[src/rtl/awg_pkg.sv]
// Shared encodings, field limits and reset values for the AWG front-panel controller.
package awg_pkg;

    typedef enum logic [1:0] {
        SEL_FREQ  = 2'd0,
        SEL_AMP   = 2'd1,
        SEL_PHASE = 2'd2
    } sel_mode_t;

    localparam logic [11:0] FREQ_MIN = 12'd1;
    localparam logic [11:0] FREQ_MAX = 12'd4095;
    localparam logic [2:0]  AMP_MIN  = 3'd1;
    localparam logic [2:0]  AMP_MAX  = 3'd7;

    localparam logic        RESET_EN    = 1'b0;
    localparam logic [11:0] RESET_FREQ  = FREQ_MIN;
    localparam logic [2:0]  RESET_AMP   = AMP_MIN;
    localparam logic [7:0]  RESET_PHASE = 8'd0;
    localparam sel_mode_t   RESET_SEL   = SEL_FREQ;

    function automatic sel_mode_t next_sel(input sel_mode_t cur);
        case (cur)
            SEL_FREQ: next_sel = SEL_AMP;
            SEL_AMP:  next_sel = SEL_PHASE;
            default:  next_sel = SEL_FREQ;
        endcase
    endfunction

endpackage

[src/rtl/awg_ctrl_key_debounce.sv]
// One push button: 2-flop synchronizer, level debouncer and single-cycle press pulse.
module key_debounce #(
    parameter int DEBOUNCE_CYCLES = 1000000
) (
    input  logic clk,
    input  logic rst,
    input  logic key_n,
    output logic pressed,
    output logic level
);

    localparam int CNT_W = (DEBOUNCE_CYCLES > 1) ? $clog2(DEBOUNCE_CYCLES) : 1;
    localparam logic [CNT_W-1:0] CNT_LAST = CNT_W'(DEBOUNCE_CYCLES - 1);

    logic             sync1;
    logic             sync2;
    logic             level_d;
    logic [1:0]       warm;
    logic             seeded;
    logic             armed;
    logic [CNT_W-1:0] cnt;

    // A key found low once the synchronizer has flushed its reset value stays
    // unarmed until a debounced release, so holding it through reset is silent.
    always_ff @(posedge clk or posedge rst) begin
        if (rst) begin
            sync1   <= 1'b1;
            sync2   <= 1'b1;
            level   <= 1'b1;
            level_d <= 1'b1;
            warm    <= 2'b00;
            seeded  <= 1'b0;
            armed   <= 1'b0;
            cnt     <= '0;
            pressed <= 1'b0;
        end else begin
            sync1   <= key_n;
            sync2   <= sync1;
            warm    <= {warm[0], 1'b1};
            level_d <= level;
            pressed <= armed & level_d & ~level;

            if (sync2 != level) begin
                if (cnt == CNT_LAST) begin
                    level <= sync2;
                    cnt   <= '0;
                    if (sync2) begin
                        armed <= 1'b1;
                    end
                end else begin
                    cnt <= cnt + 1'b1;
                end
            end else begin
                cnt <= '0;
            end

            if (warm[1] && !seeded) begin
                seeded <= 1'b1;
                armed  <= sync2;
            end
        end
    end

endmodule

[src/rtl/awg_ctrl.sv]
// Front-panel controller for the waveform generator: four debounced keys drive the field FSM.
// Optional AWG_CTRL_AUTOREPEAT_EN adds hold-to-repeat on the up/down keys.
module awg_ctrl
    import awg_pkg::*;
#(
    parameter int DEBOUNCE_CYCLES = 1000000,
    parameter int FREQ_STEP       = 1,
    parameter int REPEAT_CYCLES   = 10000000
) (
    input  logic        clk,
    input  logic        rst,
    input  logic        key_sel,
    input  logic        key_up,
    input  logic        key_down,
    input  logic        key_en,
    output logic        en,
    output logic [11:0] state_freq,
    output logic [2:0]  state_amp,
    output logic [7:0]  state_phase,
    output logic [1:0]  sel_mode
);

    localparam logic [12:0] STEP_W = 13'(FREQ_STEP);

    if (DEBOUNCE_CYCLES < 1) begin : g_bad_debounce
        $error("DEBOUNCE_CYCLES must be at least 1");
    end
    if (FREQ_STEP < 1 || FREQ_STEP > 4094) begin : g_bad_step
        $error("FREQ_STEP must lie in 1..4094");
    end
    if (REPEAT_CYCLES < 1) begin : g_bad_repeat
        $error("REPEAT_CYCLES must be at least 1");
    end

    logic sel_press, up_press, down_press, en_press;
    logic sel_level, up_level, down_level, en_level;
    logic up_ev, down_ev;
    logic unused_levels;

    key_debounce #(.DEBOUNCE_CYCLES(DEBOUNCE_CYCLES)) u_key_sel (
        .clk(clk), .rst(rst), .key_n(key_sel), .pressed(sel_press), .level(sel_level)
    );
    key_debounce #(.DEBOUNCE_CYCLES(DEBOUNCE_CYCLES)) u_key_up (
        .clk(clk), .rst(rst), .key_n(key_up), .pressed(up_press), .level(up_level)
    );
    key_debounce #(.DEBOUNCE_CYCLES(DEBOUNCE_CYCLES)) u_key_down (
        .clk(clk), .rst(rst), .key_n(key_down), .pressed(down_press), .level(down_level)
    );
    key_debounce #(.DEBOUNCE_CYCLES(DEBOUNCE_CYCLES)) u_key_en (
        .clk(clk), .rst(rst), .key_n(key_en), .pressed(en_press), .level(en_level)
    );

`ifdef AWG_CTRL_AUTOREPEAT_EN
    localparam int RPT_W = (REPEAT_CYCLES > 1) ? $clog2(REPEAT_CYCLES) : 1;
    localparam logic [RPT_W-1:0] RPT_LAST = RPT_W'(REPEAT_CYCLES - 1);

    logic [1:0]            rpt_held;
    logic [1:0]            rpt_pulse;
    logic [1:0][RPT_W-1:0] rpt_cnt;
    logic [1:0]            rpt_level;
    logic [1:0]            rpt_press;

    assign rpt_level = {down_level, up_level};
    assign rpt_press = {down_press, up_press};

    // Repeats only follow a genuine press, so a key held through reset never repeats.
    always_ff @(posedge clk or posedge rst) begin
        if (rst) begin
            rpt_held  <= '0;
            rpt_pulse <= '0;
            rpt_cnt   <= '0;
        end else begin
            for (int i = 0; i < 2; i++) begin
                rpt_pulse[i] <= 1'b0;
                if (rpt_level[i]) begin
                    rpt_held[i] <= 1'b0;
                    rpt_cnt[i]  <= '0;
                end else if (rpt_press[i]) begin
                    rpt_held[i] <= 1'b1;
                    rpt_cnt[i]  <= '0;
                end else if (rpt_held[i]) begin
                    if (rpt_cnt[i] == RPT_LAST) begin
                        rpt_cnt[i]   <= '0;
                        rpt_pulse[i] <= 1'b1;
                    end else begin
                        rpt_cnt[i] <= rpt_cnt[i] + 1'b1;
                    end
                end
            end
        end
    end

    assign up_ev         = up_press | rpt_pulse[0];
    assign down_ev       = down_press | rpt_pulse[1];
    assign unused_levels = sel_level & en_level;
`else
    assign up_ev         = up_press;
    assign down_ev       = down_press;
    assign unused_levels = sel_level & en_level & up_level & down_level;
`endif

    sel_mode_t   sel_state;
    logic [12:0] freq_sum;
    logic [12:0] freq_diff;
    logic [11:0] freq_inc;
    logic [11:0] freq_dec;
    logic [2:0]  amp_inc;
    logic [2:0]  amp_dec;

    // 13-bit arithmetic keeps the saturation compare free of wrap-around.
    always_comb begin
        freq_sum  = {1'b0, state_freq} + STEP_W;
        freq_diff = {1'b0, state_freq} - STEP_W;
        freq_inc  = (freq_sum > {1'b0, FREQ_MAX}) ? FREQ_MAX : freq_sum[11:0];
        freq_dec  = ({1'b0, state_freq} < ({1'b0, FREQ_MIN} + STEP_W)) ? FREQ_MIN : freq_diff[11:0];
        amp_inc   = (state_amp >= AMP_MAX) ? AMP_MAX : state_amp + 3'd1;
        amp_dec   = (state_amp <= AMP_MIN) ? AMP_MIN : state_amp - 3'd1;
    end

    // Adjustments use the selection held before this edge; sel advances alongside.
    always_ff @(posedge clk or posedge rst) begin
        if (rst) begin
            en          <= RESET_EN;
            state_freq  <= RESET_FREQ;
            state_amp   <= RESET_AMP;
            state_phase <= RESET_PHASE;
            sel_state   <= RESET_SEL;
        end else begin
            if (en_press) begin
                en <= ~en;
            end
            if (up_ev ^ down_ev) begin
                case (sel_state)
                    SEL_FREQ:  state_freq  <= up_ev ? freq_inc : freq_dec;
                    SEL_AMP:   state_amp   <= up_ev ? amp_inc : amp_dec;
                    SEL_PHASE: state_phase <= up_ev ? state_phase + 8'd1 : state_phase - 8'd1;
                    default:   state_freq  <= state_freq;
                endcase
            end
            if (sel_press) begin
                sel_state <= next_sel(sel_state);
            end
        end
    end

    assign sel_mode = sel_state;

endmodule

[config.mk]
export PLATFORM = sky130hd
export DESIGN_NAME = awg_ctrl
export DESIGN_NICKNAME = d
export VERILOG_FILES = /design/src/rtl/awg_pkg.sv /design/src/rtl/awg_ctrl_key_debounce.sv /design/src/rtl/awg_ctrl.sv
export SDC_FILE = /design/constraint.sdc
export NUM_CORES = 1
export LEC_CHECK = 0
export ABC_AREA = 1
export CORE_UTILIZATION = 65
export DETAILED_ROUTE_END_ITERATION = 10
export DONT_BUFFER_PORTS = 1
export PLACE_DENSITY = 0.79
export SLEW_MARGIN = 10
export SYNTH_ARGS = -nofsm -noshare
export SYNTH_HDL_FRONTEND = slang
export SYNTH_SLANG_ARGS = --single-unit
[constraint.sdc]
create_clock -name clk -period 12.1 [get_ports clk]
set_input_delay 3.025 -clock clk [delete_from_list [all_inputs] [get_ports clk]]
set_output_delay 3.025 -clock clk [all_outputs]
set_load 0.03 [all_outputs]
Word level (Yosys, flattened, before mapping)
Index checks and enable logic that the tools add are counted.

Register bits: 142. Bits of input ports: 6. Output and inout port bits: 26. Logic and storage cells: 143.

Add/subtract/negate cells: 10. Order comparisons: 4. Eq/ne operators: 10. Muxes and demuxes: 32. Bitwise gates (word level): 14. Reduce and logical (&&, ||, !) cells: 32.

Operators with widths (count): 2-to-1 mux 20 bit (8); adder 20 x 1 -> 20 bit, second input constant (4); == test 20 bit, second input constant (4); 2-to-1 mux 12 bit (3); nonzero test 2 bit (12); 2-to-1 mux 1 bit (16); AND reduction 2 bit (7); adder 12 x 1 -> 13 bit, second input constant (1); greater-than comparator 13 x 12 -> 1 bit, second input constant (1); less-than comparator 12 x 2 -> 1 bit, second input constant (1); AND reduction 3 bit (4); subtractor 12 x 1 -> 12 bit, second input constant (1); 2-to-1 mux 3 bit (3); adder 8 x 1 -> 8 bit, second input constant (1); bitwise AND 1 bit (8); 2-to-1 mux 8 bit (1); subtractor 8 x 1 -> 8 bit, second input constant (1); NOT 1 bit (5); logical AND 1 bit (4); logical NOT 1 bit (4); != test 1 bit (4); one-hot mux 2 bit (2 select lines) (1); adder 3 x 1 -> 3 bit, second input constant (1); >= comparator 3 bit, second input constant (1); other kinds (6) (6).

Longest topological paths before layout
Gate-level depths: netlist of run 1.

Depth after elaboration: 4. Mapped depth: 13. Gate-level depth less buffers: 12.

By module
From an unflattened synthesis of run 1, not the netlist that was laid out.

Cell total of the unflattened synthesis: 1020. Area, all modules: 8234.1 um2.

Modules (own cells, without submodules): key_debounce (times used 4, cells each 175, area each 1488.9 um2, sequential area each 730.7 um2); awg_ctrl (times used 1, cells each 320, area each 2278.4 um2, sequential area each 653.1 um2).

Worst setup path after synthesis of run 1
No wires, ideal clock.

Path kind: flip-flop to output port. From: reg state_freq[0]. To: out state_freq[0]. Arrival: 0.645 ns. Required time: 9.075 ns. Slack: 8.430 ns. Cell stages (with the launch flop): 1. Buffers on the path: 0. Cells stage by stage: dfstp_2.

RTL lines: from (decl) (line awg_ctrl.sv:17) `output logic [11:0] state_freq,`; from (signal assigned) (line awg_ctrl.sv:134) `SEL_FREQ: state_freq <= up_ev ? freq_inc : freq_dec;`; from (signal assigned) (line awg_ctrl.sv:137) `default: state_freq <= state_freq;`.

No word-level cell between the ends.

Worst setup path after layout of run 1
From: reg state_freq[0]. To: out state_freq[0].

No word-level cell between the ends.

==> run metrics, run 1 <==
Place WS=between 7000 and 8000 ps; Max-Cap Viols=0; Post-DP HPWL=slightly above 10,000 um; Area growth, synth to finish=10.96%; post-cts resize count=0; vias in the first global route=between 5,000 and 6,000; Clock Latency Late Sink=approximately 540 ps; number of remaining DRC errors=0; footprint of the multi-input gates=between 3000 and 4000 um2; Row Count=38; clock-pin slew on the worst setup and hold paths=about 60 ps; post-synthesis cell count=approximately 900; sequential share of power=44.2%; top cell type by total area after synthesis=dfrtp_1; Initial Util=between 60 and 70%; Netlist cell types=46; nets=~930; status=complete, no violations; clk buf depth=2; fraction of the yosys area taken by sequential cells=between 40% and 50%; P_leak=3.774 nW; Setup WS post-layout=slightly below 8000 ps; global-route wire length before repair=around 25,000 um; post-synth top area share=between 40% and 50%; final-report setup violation count=0; placed standard-cell area=between 7000 and 8000 um2; vias=5,923; syn_area_per_cell=8.060 um2; die footprint=about 12,000 um2; Worst EP arrival=approximately 1200 ps; Synthesized Nets=about 920; synthesized area=7229 um2; Slew Limit Headroom=around 40%; drt via density=roughly 5.6; Int Pwr=roughly 0.84 mW; global-route usage over all layers=roughly 28%; power per cell area=approximately 130 nW/um2; count of final hold-check violations=0; Die W=approximately 110 um; synth top area cells=dfrtp_1, nand2_1, nor2_1; wire per inst=around 14 um; Root Buffer=clkbuf_8; RR Startpoint=u_key_up.pressed$_DFF_PP0_; CP Data Required Time=9070 ps; RSZ-0062 raised after global routing=no; worst reg2reg path depth=10; Final min period=4253 ps; Worst Setup Path Type=reg -> out; critical path peak fanout=7; Hold Path Sink=u_key_down.warm[1]$_DFF_PP0_; R2R setup slack=around 9500 ps; total power=about 1.1 mW; Worst-Margin Slew=a little under 900 ps; core area=around 11,000 um2; Yosys reg bits=between 100 and 150; achievable frequency=approximately 240 MHz; Tcrit/Tclk final=35.15%; total gr overflow=0; hold path depth=0; I/O pin count=32; gpl congestion=roughly 0.92; share of flip-flops with an asynchronous set or reset=100.0%; largest net degree at the start of global routing=76; Comb power frac=roughly 2.3%; Final ANT Viol Nets=0; cts hold-fix bufs=0; Min Hold Slack=between 300 and 400 ps; # H-tree levels=4; TritonCTS Buffers=17; CTS tree=yes; share of layout cells above drive strength 1=10.73%; Setup Fix Bufs, Post-CTS=0; Fin Clk Skew=4.551 ps; Die Ht=107.5 um; clock sink count=between 100 and 150; ys flop type=dfrtp_1; startpoint types=flip-flop; Final Max Slew Viols=0; register area=about 3400 um2; worst hold path type=reg -> reg; port buffer count=0; DRT iter0 DRCs=380; worst vdd ir=between 0.1 and 0.15 mV; setup TNS=0 ps; CP endpoint kind=output port; initial antenna violation count=0; clock power share=approximately 54%; detailed-route wire length=about 15,000 um; drt first pass iters=5; NetSw=between 0.2 and 0.25 mW; antenna cells=0; Yosys warning count=0; Layout fillers=between 700 and 800; number of synthesized flops with an enable pin=0; post-route cell area=about 8000 um2; reg-to-reg endpoint=state_phase[7]$_DFFE_PP0P_; hold_sp=u_key_en.warm[0]$_DFF_PP0_; Sw Share=between 20% and 30%
-- metal layers --
metal / global-route usage [%] / up-vias / routed length, um
li1: - / 2909 / -
met1: 34.30 / 2841 / 6501
met2: 48.11 / 147 / 7426
met3: 7.385 / 26 / 784
met4: 11.35 / 0 / 273
met5: 0 / - / 0
-- per-stage QoR --
step	utilization (%)	cells
after floorplan	-	897
after global placement	68.05	1031
after detailed placement	68.05	1031
after CTS	74.00	1063
after global routing	74.00	1063
final	74.00	1063
-- worst max-delay path by stage --
stage,start,endpoint,slack [ps],cells past startpoint
6_report,state_freq[0]$_DFFE_PP1P_,state_freq[0],7850,0
5_1_grt,state_freq[0]$_DFFE_PP1P_,state_freq[0],7810,0
4_1_cts,state_freq[0]$_DFFE_PP1P_,state_freq[0],7820,0
3_5_place_dp,rst,u_key_en.cnt[19]$_DFF_PP0_,7720,2
3_3_place_gp,rst,u_key_en.cnt[15]$_DFF_PP0_,7760,2
2_1_floorplan,rst,en$_DFFE_PP0P_,5470,1
-- logic make-up (layout without fill, tap and decap cells) --
kind of cell	Yosys count	after routing	synth area share, %
AO/OA/AOI/OAI	115	115	9.467
XOR/XNOR	41	41	4.967
adder cells (fa/ha/maj)	18	18	3.219
buffers and inverters	140	166	7.459
flip-flops	136	136	47.39
other	1	1	0.05187
AND/OR/NAND/NOR	446	446	27.45
-- cell type report --
type                       count  area share [%]
timing repair buffer           1         0.09359
inverter                     133           6.286
sequential                   136           42.71
tap                          140           2.184
multi-input combinational    621           40.70
clock inverter                11           2.433
clock buffer                  21           5.600
-- registers in the layout, indices dropped and copies added (netlist names), 2 cells and up --
name            count
u_key_en.cnt       20
u_key_down.cnt     20
state_freq         12
state_amp           3
state_phase         8
sel_mode            2
u_key_sel.cnt      20
u_key_up.cnt       20
-- cell usage in the layout (no fill, tap or decap), drive strengths merged, types with 5 or more instances in the layout --
| master | n |
|---|---|
| dfstp | 18 |
| ha | 17 |
| nor3b | 5 |
| nand2 | 164 |
| a31oi | 6 |
| dfrtp | 118 |
| nor3 | 36 |
| nand4 | 20 |
| inv | 133 |
| or2 | 7 |
| a21oi | 50 |
| nor2 | 151 |
| clkbuf | 21 |
| nor4 | 5 |
| bufinv | 5 |
| nand3 | 54 |
| xor2 | 25 |
| o21ai | 42 |
| xnor2 | 16 |
-- Yosys cell counts (2+ instances only) --
library cell  instances
xnor2_1              16
buf_2                 2
xor2_1               25
nand4_1              20
a211oi_1              2
o21bai_1              2
nand2_2               4
nor3_1               31
nor2_2                8
nor2_1              140
o21a_1                2
a21oi_2              10
nor3_2                5
o211ai_1              3
a21oi_1              40
nor2_4                3
nor3b_1               5
ha_1                 17
nor4_1                4
o21ai_0              39
dfrtp_1             118
a31oi_1               6
and3_1                3
nand2_1             160
o21ai_1               2
or2_2                 7
clkbuf_1              3
dfstp_2              18
inv_1               125
inv_2                 8
nand3_1              53
o311ai_0              2
-- power groups by stage --
stage / clock, mW / sequential, mW / combinational, mW
3_5_place_dp: 0 / 0.475 / 0.0248
5_1_grt: 0.591 / 0.468 / 0.0291
4_1_cts: 0.572 / 0.467 / 0.0253
6_report: 0.566 / 0.468 / 0.0245
2_1_floorplan: 0 / 0.474 / 0.0190
3_3_place_gp: 0 / 0.475 / 0.0239
Note: power is estimated with default switching activity, not from simulation.
==> inputs of run 2 (changes only) <==
--- a/config.mk
+++ b/config.mk
@@ -6,10 +6,10 @@
 export NUM_CORES = 1
 export LEC_CHECK = 0
 export ABC_AREA = 1
-export CORE_UTILIZATION = 65
+export CORE_UTILIZATION = 64
 export DETAILED_ROUTE_END_ITERATION = 10
 export DONT_BUFFER_PORTS = 1
-export PLACE_DENSITY = 0.79
+export PLACE_DENSITY = 0.78
 export SLEW_MARGIN = 10
 export SYNTH_ARGS = -nofsm -noshare
 export SYNTH_HDL_FRONTEND = slang
==> constraint.sdc (replaced) <==
create_clock -name clk -period 4.05 [get_ports clk]
set_input_delay 1.0125 -clock clk [delete_from_list [all_inputs] [get_ports clk]]
set_output_delay 1.0125 -clock clk [all_outputs]
set_load 0.03 [all_outputs]
==> run metrics, run 2 (synthesis gave the netlist of run 1 again) <==
Worst-Margin Slew=695.6 ps (-187.6 ps); antenna cells=0 (unchanged); Max-Cap Viols=0 (unchanged); I/O pin count=32 (unchanged); clk buf depth=2 (unchanged); Die Ht=108.3 um (+0.76%); Setup WS post-layout=1375 ps (-6472 ps); Fin Clk Skew=6.382 ps (+1.831 ps); status=complete, no violations; most frequent cells in the layout=nand2_1, nor2_1, inv_1; port buffer count=0 (unchanged); CTS tree=yes; DRT iter0 DRCs=494 (+30%); initial antenna violation count=0 (unchanged); total gr overflow=0 (unchanged); largest net degree at the start of global routing=82 (+7.9%); gpl congestion=0.9349 (+1.3%); Worst EP arrival=3020 ps (+1790 ps); Post-DP HPWL=10,370 um (+1.5%); Row Count=38 (unchanged); total power=2.969 mW (+180%); drt first pass iters=5 (unchanged); Worst Setup Path Type=reg -> reg; number of remaining DRC errors=0 (unchanged); Slew Limit Headroom=53.04% (+12 points); worst hold path type=reg -> reg; commonest non-fill, non-tap cell in the layout=nand2_1; wire per inst=13.93 um (-1.2%); startpoint types=flip-flop; Tcrit/Tclk final=66.05%; Die W=108.3 um (+0.76%); drt via density=5.558 (-0.25%); global-route usage over all layers=27.92% (-0.37 points); CP endpoint kind=flip-flop; nets=935 (+0.11%); Setup Fix Bufs, Post-CTS=0 (unchanged); detailed-route wire length=14,820 um (-1.1%); P_leak=3.744 nW (-0.79%); Final ANT Viol Nets=0 (unchanged); TritonCTS Buffers=17 (unchanged); clock sink count=136 (unchanged); Final min period=2675 ps; power per cell area=372.4 nW/um2 (+180%); Clock Latency Late Sink=410 ps (-130 ps); # H-tree levels=4 (unchanged); Area growth, synth to finish=10.28%; Place WS=1492 ps (-6233 ps); vias=5,914 (-0.15%); Initial Util=66.11% (-0.58 points); Core Util, Final=72.91% (-1.1 points); vias in the first global route=5,870 (+1.2%); achievable frequency=373.8 MHz; critical path peak fanout=18 (+11); global-route wire length before repair=25,840 um (+1.5%); count of final hold-check violations=0 (unchanged); CP Data Required Time=4400 ps (-4670 ps); core area=10,940 um2 (+0.88%); cts hold-fix bufs=0 (unchanged); worst vdd ir=0.4750 mV (+290%); post-cts resize count=0 (unchanged); Final Max Slew Viols=0 (unchanged); Root Buffer=clkbuf_16; share of layout cells above drive strength 1=10.93% (+0.20 points); RSZ-0062 raised after global routing=no; setup TNS=0 ps (unchanged); die footprint=11,720 um2 (+1.5%); clock-pin slew on the worst setup and hold paths=60 ps (about the same); final-report setup violation count=0 (unchanged)
-- run 2: cell types whose count changed in the layout (fill, tap and decap cells not counted), sizes merged --
cell	delta
clkbuf	-3
clkinvlp	+3
inv	+3
bufinv	-3
buf	+1
-- run 2: critical path, stage by stage, from the launching register on --
cell      delay [ps]
dfrtp_1          560
inv_1            410
ha_1             450
inv_1             70
o311ai_0         640
a21oi_1          200
o21ai_0          130
nand2_1           70
nand2_1           70
-- run 2: layout make-up --
type                       instances  area [um2]
sequential                       136        3426
multi-input combinational        621        3264
fill                             800        2963
inverter                         133       503.0
clock buffer                      18       429.2
tap                              140       175.2
clock inverter                    14       147.6
timing repair buffer               2       27.53
-- run 2: worst paths after layout --
path | startpoint | to | slack [ps] | cells past startpoint
worst max-delay path | u_key_up.pressed$_DFF_PP0_ | state_phase[7]$_DFFE_PP0P_ | 1380 | 8
worst min-delay path | u_key_en.sync1$_DFF_PP1_ | u_key_en.sync2$_DFF_PP1_ | 370 | 0
worst max register to register | u_key_up.pressed$_DFF_PP0_ | state_phase[7]$_DFFE_PP0P_ | 1380 | 8
worst min register to register | u_key_en.sync1$_DFF_PP1_ | u_key_en.sync2$_DFF_PP1_ | 370 | 0
max in group asynchronous | rst | state_freq[0]$_DFFE_PP1P_ | 2740 | 2
min in group asynchronous | rst | u_key_sel.cnt[4]$_DFF_PP0_ | 500 | 1
-- run 2: power breakdown --
part | internal [mW] | switching [mW] | total, mW | leakage, nW
logic | 0.0206 | 0.0544 | 0.0750 | 1.68
clock network | 0.908 | 0.589 | 1.50 | 0.270
registers | 1.38 | 0.0139 | 1.40 | 1.79
total | 2.31 | 0.657 | 2.97 | 3.74
-- run 2: layer usage --
| metal | vias up | share of wire, % | routed length, um | track usage, % |
|---|---|---|---|---|
| met2 | 157 | 50 | 7372 | 47.27 |
| met5 | - | 0 | 0 | 0 |
| li1 | 2916 | - | - | - |
| met3 | 30 | 5.0 | 734 | 7.052 |
| met4 | 0 | 1.6 | 231 | 10.33 |
| met1 | 2811 | 44 | 6479 | 34.53 |
-- run 2: per-stage QoR --
stage                     instance area [um2]  cells  hold slack, ps
after floorplan                          7233    897           331.2
after global placement                   7396   1032           331.5
after detailed placement                 7396   1032           346.5
after CTS                                7973   1064           365.0
after global routing                     7973   1064           364.5
final                                    7973   1064           365.8
